**config.mk**
```make
export PLATFORM = sky130hd
export DESIGN_NAME = divisor_secuencial
export DESIGN_NICKNAME = d
export VERILOG_FILES = /design/src/rtl/divisor_secuencial.sv
export SDC_FILE = /design/constraint.sdc
export NUM_CORES = 1
export LEC_CHECK = 0
export CAP_MARGIN = 10
export CELL_PAD_IN_SITES_DETAIL_PLACEMENT = 0
export CELL_PAD_IN_SITES_GLOBAL_PLACEMENT = 1
export CORE_AREA = 2 2 142 158
export CTS_CLUSTER_DIAMETER = 150
export CTS_CLUSTER_SIZE = 16
export DETAILED_ROUTE_END_ITERATION = 12
export DIE_AREA = 0 0 144 160
export DONT_BUFFER_PORTS = 1
export GPL_ROUTABILITY_DRIVEN = 0
export PLACE_DENSITY_LB_ADDON = 0.1
export RECOVER_POWER = 100
export SYNTH_ARGS = -nofsm -noshare
export SYNTH_HDL_FRONTEND = slang
export SYNTH_SLANG_ARGS = --single-unit
export TNS_END_PERCENT = 5
```
**constraint.sdc**
```tcl
create_clock -name clk -period 11.3 [get_ports clk]
set_input_delay 0.565 -clock clk [delete_from_list [all_inputs] [get_ports clk]]
set_output_delay 0.565 -clock clk [all_outputs]
set_load 0.03 [all_outputs]
```
**src/rtl/divisor_secuencial.sv**
```systemverilog
// divisor_secuencial: multi-cycle restoring integer divider for RV32M
// DIV/DIVU/REM/REMU. One quotient bit per cycle by trial subtraction.
// Sequence: REPOSO -> CALCULO (N cycles) -> AJUSTE -> FIN -> REPOSO.
// Optional build macro DIVISOR_ATAJO_EN: divide-by-zero and signed overflow
// are resolved at accept and go straight to FIN (1-cycle latency). Without
// it they take the full path and AJUSTE forces the special results.
module divisor_secuencial #(
    parameter int N = 32
) (
    input  logic         clk,
    input  logic         rst,
    input  logic         Inicio,
    input  logic         ConSigno,
    input  logic [N-1:0] Dividendo,
    input  logic [N-1:0] Divisor,
    output logic [N-1:0] Cociente,
    output logic [N-1:0] Residuo,
    output logic         Listo,
    output logic         Ocupado
);

    localparam int CW = $clog2(N);
    localparam logic [N-1:0] MIN_NEG = {1'b1, {(N-1){1'b0}}};

    typedef enum logic [1:0] {
        REPOSO  = 2'd0,
        CALCULO = 2'd1,
        AJUSTE  = 2'd2,
        FIN     = 2'd3
    } estado_t;

    estado_t estado, estado_sig;

    logic [CW-1:0] contador;
    logic [N-1:0]  resto;         // partial remainder R
    logic [N-1:0]  cociente_par;  // dividend bits shift out, quotient bits shift in
    logic [N-1:0]  divisor_abs;
    logic          signo_c;
    logic          signo_r;
    logic          es_div0;
    logic          es_ovf;

    logic          div0_ent;
    logic          ovf_ent;
    logic [N:0]    r_desp;
    logic [N+1:0]  prueba;
    logic          acarreo;
    logic          bit_alto_unused;

    // Two's-complement x when neg is set; used for both |x| and sign fix-up.
    function automatic logic [N-1:0] complemento(input logic [N-1:0] x,
                                                 input logic         neg);
        logic signed [N-1:0] xs;
        xs = signed'(x);
        return neg ? unsigned'(-xs) : x;
    endfunction

    assign div0_ent = (Divisor == '0);
    assign ovf_ent  = ConSigno && (Dividendo == MIN_NEG) && (Divisor == '1);

    // Trial subtraction R - D as R + ~D + 1 on N+1 bits; carry-out = no borrow.
    // A successful difference is always below D, so bit N of it is always 0.
    assign r_desp          = {resto, cociente_par[N-1]};
    assign prueba          = {1'b0, r_desp} + {1'b0, ~{1'b0, divisor_abs}}
                             + {{(N+1){1'b0}}, 1'b1};
    assign acarreo         = prueba[N+1];
    assign bit_alto_unused = prueba[N];

    // State register
    always_ff @(posedge clk or posedge rst) begin
        if (rst) begin
            estado <= REPOSO;
        end else begin
            estado <= estado_sig;
        end
    end

    // Next-state and handshake outputs
    always_comb begin
        estado_sig = estado;
        Listo      = 1'b0;
        Ocupado    = 1'b1;
        case (estado)
            REPOSO: begin
                Ocupado = 1'b0;
                if (Inicio) begin
`ifdef DIVISOR_ATAJO_EN
                    estado_sig = (div0_ent || ovf_ent) ? FIN : CALCULO;
`else
                    estado_sig = CALCULO;
`endif
                end
            end
            CALCULO: begin
                if (contador == '0) begin
                    estado_sig = AJUSTE;
                end
            end
            AJUSTE: begin
                estado_sig = FIN;
            end
            FIN: begin
                Listo      = 1'b1;
                estado_sig = REPOSO;
            end
            default: begin
                estado_sig = REPOSO;
            end
        endcase
    end

    // Operand capture, iteration datapath and result registers
    always_ff @(posedge clk or posedge rst) begin
        if (rst) begin
            contador     <= '0;
            resto        <= '0;
            cociente_par <= '0;
            divisor_abs  <= '0;
            signo_c      <= 1'b0;
            signo_r      <= 1'b0;
            es_div0      <= 1'b0;
            es_ovf       <= 1'b0;
            Cociente     <= '0;
            Residuo      <= '0;
        end else begin
            case (estado)
                REPOSO: begin
                    if (Inicio) begin
                        resto        <= '0;
                        cociente_par <= complemento(Dividendo, ConSigno & Dividendo[N-1]);
                        divisor_abs  <= complemento(Divisor, ConSigno & Divisor[N-1]);
                        signo_c      <= ConSigno & (Dividendo[N-1] ^ Divisor[N-1]);
                        signo_r      <= ConSigno & Dividendo[N-1];
                        es_div0      <= div0_ent;
                        es_ovf       <= ovf_ent;
                        contador     <= CW'(N - 1);
`ifdef DIVISOR_ATAJO_EN
                        if (div0_ent) begin
                            Cociente <= '1;
                            Residuo  <= Dividendo;
                        end else if (ovf_ent) begin
                            Cociente <= MIN_NEG;
                            Residuo  <= '0;
                        end
`endif
                    end
                end
                CALCULO: begin
                    resto        <= acarreo ? prueba[N-1:0] : r_desp[N-1:0];
                    cociente_par <= {cociente_par[N-2:0], acarreo};
                    contador     <= contador - CW'(1);
                end
                AJUSTE: begin
                    // With D = 0 the remainder path carries |Dividendo| through
                    // unchanged, so the sign fix-up restores Dividendo itself.
                    if (es_div0) begin
                        Cociente <= '1;
                        Residuo  <= complemento(resto, signo_r);
                    end else if (es_ovf) begin
                        Cociente <= MIN_NEG;
                        Residuo  <= '0;
                    end else begin
                        Cociente <= complemento(cociente_par, signo_c);
                        Residuo  <= complemento(resto, signo_r);
                    end
                end
                default: begin
                end
            endcase
        end
    end

endmodule

```
Word level (Yosys, flattened, before mapping)
Index checks and enable logic that the tools add are counted.
{"block": "classes", "n_addsub": 7, "n_mul": 0, "div_mod_pow": 0, "magnitude_cmp": 0, "n_eq_ne": 7, "shift": 0, "mux": 20, "n_bitwise": 5, "reduce_logical": 9}
{"op": "32-bit two-way mux", "count": 11}
{"op": "32-bit negator", "count": 4}
{"op": "32-bit one-hot mux with 2 select lines", "count": 2}
{"op": "32-bit == test (second input constant)", "count": 2}
{"op": "33-bit by 33-bit adder with 34-bit output", "count": 1}
{"op": "34-bit by 1-bit adder with 34-bit output (second input constant)", "count": 1}
{"op": "32-bit NOT with 33-bit output", "count": 1}
{"op": "32-bit logical NOT", "count": 1}
{"op": "5-bit one-hot mux with 2 select lines", "count": 1}
{"op": "2-bit one-hot mux with 4 select lines", "count": 1}
{"op": "2-bit AND reduction", "count": 3}
{"op": "5-bit logical NOT", "count": 1}
{"op": "5-bit two-way mux", "count": 1}
{"op": "5-bit by 1-bit subtractor with 5-bit output (second input constant)", "count": 1}
{"op": "2-bit == test (second input constant)", "count": 2}
{"op": "2-bit two-way mux", "count": 2}
{"op": "2-bit inequality test (second input constant)", "count": 2}
{"op": "1-bit AND", "count": 3}
{"op": "2-bit by 1-bit == test with 1-bit output (second input constant)", "count": 1}
{"op": "1-bit logical AND", "count": 2}
{"op": "2-bit logical NOT", "count": 1}
{"op": "1-bit two-way mux", "count": 2}
{"op": "2-bit nonzero test", "count": 1}
{"op": "1-bit XOR", "count": 1}
{"block": "word_totals", "regBits": 171, "latch_bits": 0, "ram_bits": 0, "mem_bits_ro": 0, "inputBits": 68, "wordCells": 59, "n_memories": 0}

Longest topological paths before layout
{"block": "logic_depth", "word_depth": 5, "mapped_depth": 12, "depth_no_buf": 12}

Least setup slack after synthesis
OpenSTA, ideal clock, no wires.
{"block": "synth_timing", "kind": "register -> register", "startpoint": "register cociente_par[31]", "endpoint": "register resto[30]", "setup_time_ps": 124, "arrival_ps": 3011, "required_ps": 11176, "slack_ps": 8166, "stages_incl_launch_ff": 13, "path_buffers": 0, "period_less_slack_ps": 3134, "cell_sequence": "dfrtp_1 > inv_1 > ha_1 > inv_1 > fa_1 > a21o_1 > a2111oi_2 > o21ai_1 > a2111oi_0 > o211ai_1 > a31oi_1 > xor2_1 > o21bai_1"}
{"block": "synth_between", "elab_chain_cells": 4}
{"item": "from (decl)", "line": "36", "source": "logic [N-1:0] cociente_par;"}
{"item": "from (signal assigned)", "line": "130", "source": "cociente_par <= complemento(Dividendo, ConSigno & Dividendo[N-1]);"}
{"item": "from (signal assigned)", "line": "150", "source": "cociente_par <= {cociente_par[N-2:0], acarreo};"}
{"item": "33-bit by 33-bit adder with 34-bit output", "line": "64", "source": "assign prueba = {1'b0, r_desp} + {1'b0, ~{1'b0, divisor_abs}}"}
{"item": "34-bit by 1-bit adder with 34-bit output", "line": "65", "source": "+ {{(N+1){1'b0}}, 1'b1};"}
{"item": "32-bit two-way mux", "line": "149", "source": "resto <= acarreo ? prueba[N-1:0] : r_desp[N-1:0];"}
{"item": "32-bit one-hot mux with 2 select lines", "line": "126", "source": "case (estado)"}
{"item": "to (signal assigned)", "line": "149"}
{"item": "to (decl)", "line": "35", "source": "logic [N-1:0] resto;"}
Every way passes these cells.
A chain may end at the register's enable or synchronous reset.

==> out/results.txt <==
Status - finished with violations
Failing checks - capacitance limit, slew limit
Gr ovfl total - 0
Clock sink count - 171
Nature of the critical path endpoint - asynchronous set/reset pin
Layout cell share with drive strength beyond 1 - 3.76%
Crit path cell chain - clkinvlp_2, clkbuf_1
Post-DP Area - 11400 um2
Final cell count without fillers - 1571
H-Tree Depth - 4
Final instance area - 12000 um2
Worst Max-Slew Pin Slew - 4.41 ns
DRC viols - 0
Post-layout net count - 1375
CP peak stage delay - 2.79 ns
PwrDens - 278 nW/um2
CTS root buffer - clkbuf_16
Rows - 57
Finish-stage setup viols - 0
Die H - 160 um
Leak pwr - 0.00499 uW
Top-count cell post-synth - dfrtp_1
Slowest-stage cell, CP - clkbuf_1
Inst Count DP - 1538
Initial antenna violation count - 0
Layout Skew - 0.0121 ns
Post-Syn Area - 11200 um2
Layout area overhead - 6.92%
Crit path arrival time - 5.80 ns
M3 GR Usage - 4.89%
Final Cycle Share - 54.2%
Number of enable flip-flop cells after synthesis - 0
Most common flop cell mapped by yosys - dfrtp_1
Detailed Place HPWL - 21.3 mm
Final Max Slew Viols - 455
Critical Path RT - 10.97 ns
Antenna Cells - 0
Top cells by area, synth - dfrtp_1, xor2_1, o21ai_0
FFs w/ async S/R, synth - 100%
Resize count post-CTS - 0
Worst-path clk slew - 0.07 ns
Die area - 23000 um2
Core ar. - 21600 um2
Largest net degree at the start of global routing - 101
Worst Path Max Fanout - 100
Vias - 9123
Synth warn - 0
Num CTS Buffers - 17
CP delay by family, top - buffers and inverters
Final min period - 6.13 ns
Synth Register Bits - 171
IR drop worst, VDD - 0.254 mV
CTS Hold Bufs - 0
Post-route ant nets - 0
Met2 global-route usage - 35.3%
Initial Util - 51.8%
First-pass GRT wire length - 46.5 mm
Fillers - 2096
Seq/Total Area, Yosys - 38.2%
CP Class - in -> async
Setup Buffers After CTS - 0
Worst skew pair latency - 0.43 ns
Type of origin of the critical path - input port
Syn_nets - 1413
Setup tns final - 0 ns
Avg Inst Size Synth - 8.61 um2
Vias in the first global route - 8619
Wire length per cell - 18.3 um
Yosys top cell by area - dfrtp_1
Post-synth top cells - dfrtp_1, nand2_1, o21ai_0
Cells after Synth - 1301
Yosys top cell area share - 38.2%
WL final - 28.7 mm
DR pass1 iterations - 5
RSZ-0062 raised after global routing - no
Footprint of the multi-input gates - 6310 um2
Min-Delay Path Class - in -> reg
Chip Width - 144 um
Library cells used by synthesis - 62
Bufs on Longest Clock Path - 2
F_max - 163 MHz
GRT Overall Usage - 25.7%
Top-Level Pins - 134
Buffers added on ports - 0
Register Area - 4280 um2
Initial DRC Count - 578
Peak-usage layer in the global routing report - met1
CTS tree - built
M1 GR Usage - 41.2%
Final count of hold timing violations - 0
MaxCap Viol Count - 7
Worst path bufs/invs - 2
Max_slew headroom - -196%
Vias per cell - 5.81
-- kinds of logic after synthesis --
| group | count (synthesis) | share of synthesized area, % |
|---|---|---|
| adders and majority gates | 44 | 4.98 |
| xor gates and xnor gates | 150 | 11.7 |
| DFF | 171 | 38.2 |
| buffers and inverters | 161 | 5.53 |
| AOI/OAI and AO/OA | 410 | 22.8 |
| muxes | 28 | 2.50 |
| and+or+nand+nor | 337 | 14.2 |
-- state kept, by name, summed over array words and instances (netlist names) --
| name | cells |
|---|---|
| estado | 2 |
| signo_c | 1 |
| resto | 32 |
| contador | 5 |
| signo_r | 1 |
| cociente_par | 32 |
| es_div0 | 1 |
| divisor_abs | 32 |
| Residuo | 32 |
| es_ovf | 1 |
| Cociente | 32 |
-- power by group --
part / total (uW) / leakage, uW / internal (uW) / switching (uW)
logic: 1440 / 0.00254 / 572 / 869
clock network: 602 / 0.000291 / 337 / 266
registers: 1290 / 0.00215 / 841 / 446
total: 3330 / 0.00499 / 1750 / 1580
-- layout make-up --
class | count | area share, %
inverters | 94 | 2.96
well taps | 295 | 3.08
flip-flops and latches | 171 | 35.7
clock buffers | 18 | 3.67
repair buffers | 10 | 0.481
clock inverters | 14 | 1.31
multi-input cells | 969 | 52.8
-- through the flow --
| stage | power [uW] | hold WS, ns | utilization [%] | setup WS [ns] |
|---|---|---|---|---|
| final | 3330 | 0.260 | 55.4 | 5.17 |
| after global routing | 3590 | 0.260 | 55.4 | 3.70 |
| after CTS | 3350 | 0.201 | 55.5 | 7.37 |
| after detailed placement | 2740 | 0.471 | 52.8 | 7.39 |
| after global placement | 2720 | 0.462 | 52.8 | 7.42 |
| after floorplan | 2350 | 0.450 | - | 6.10 |
-- path summary, 6_finish.rpt --
path                       depth (start not counted)                       start                     endpoint  slack [ns]
setup / recovery                                   2                         rst        resto[23]$_DFFE_PP0P_        5.17
hold reg to reg                                    2  divisor_abs[1]$_DFFE_PP0P_   divisor_abs[1]$_DFFE_PP0P_        0.48
setup reg to reg                                   9       resto[13]$_DFFE_PP0P_        resto[29]$_DFFE_PP0P_        5.80
hold / removal                                     2                 Divisor[31]  divisor_abs[31]$_DFFE_PP0P_        0.26
max in group clk                                   9       resto[13]$_DFFE_PP0P_        resto[29]$_DFFE_PP0P_        5.80
min in group asynchronous                          1                         rst     Cociente[22]$_DFFE_PP0P_        1.31
-- cell usage in the layout, fill, tap and decap left out, drive strengths merged, types with 4 or more instances in the layout --
master and count:
dfrtp 171, o21ai 137, nand2 133, inv 99, xor2 88, a21oi 85
nor2 75, xnor2 62, o22ai 47, ha 43, mux2i 28, o31ai 26
clkbuf 24, nor4 21, a22oi 19, o41ai 18, nand4 17, o22a 16
nor3 14, nand3 14, and2 12, or3 12, nand2b 11, a21o 11
nor2b 8, a31oi 8, o21bai 8, or4 7, and3 5, o21a 5
o221ai 4, a2111oi 4, clkinv 4
-- routing by layer --
metal	wire, um	vias to the layer above	part of all wire [%]
li1	-	4536	-
met1	14800	4296	52
met2	11800	267	41
met3	1800	24	6.3
met4	362	0	1.3
met5	0	-	0
(Power assumes the default switching activity.)
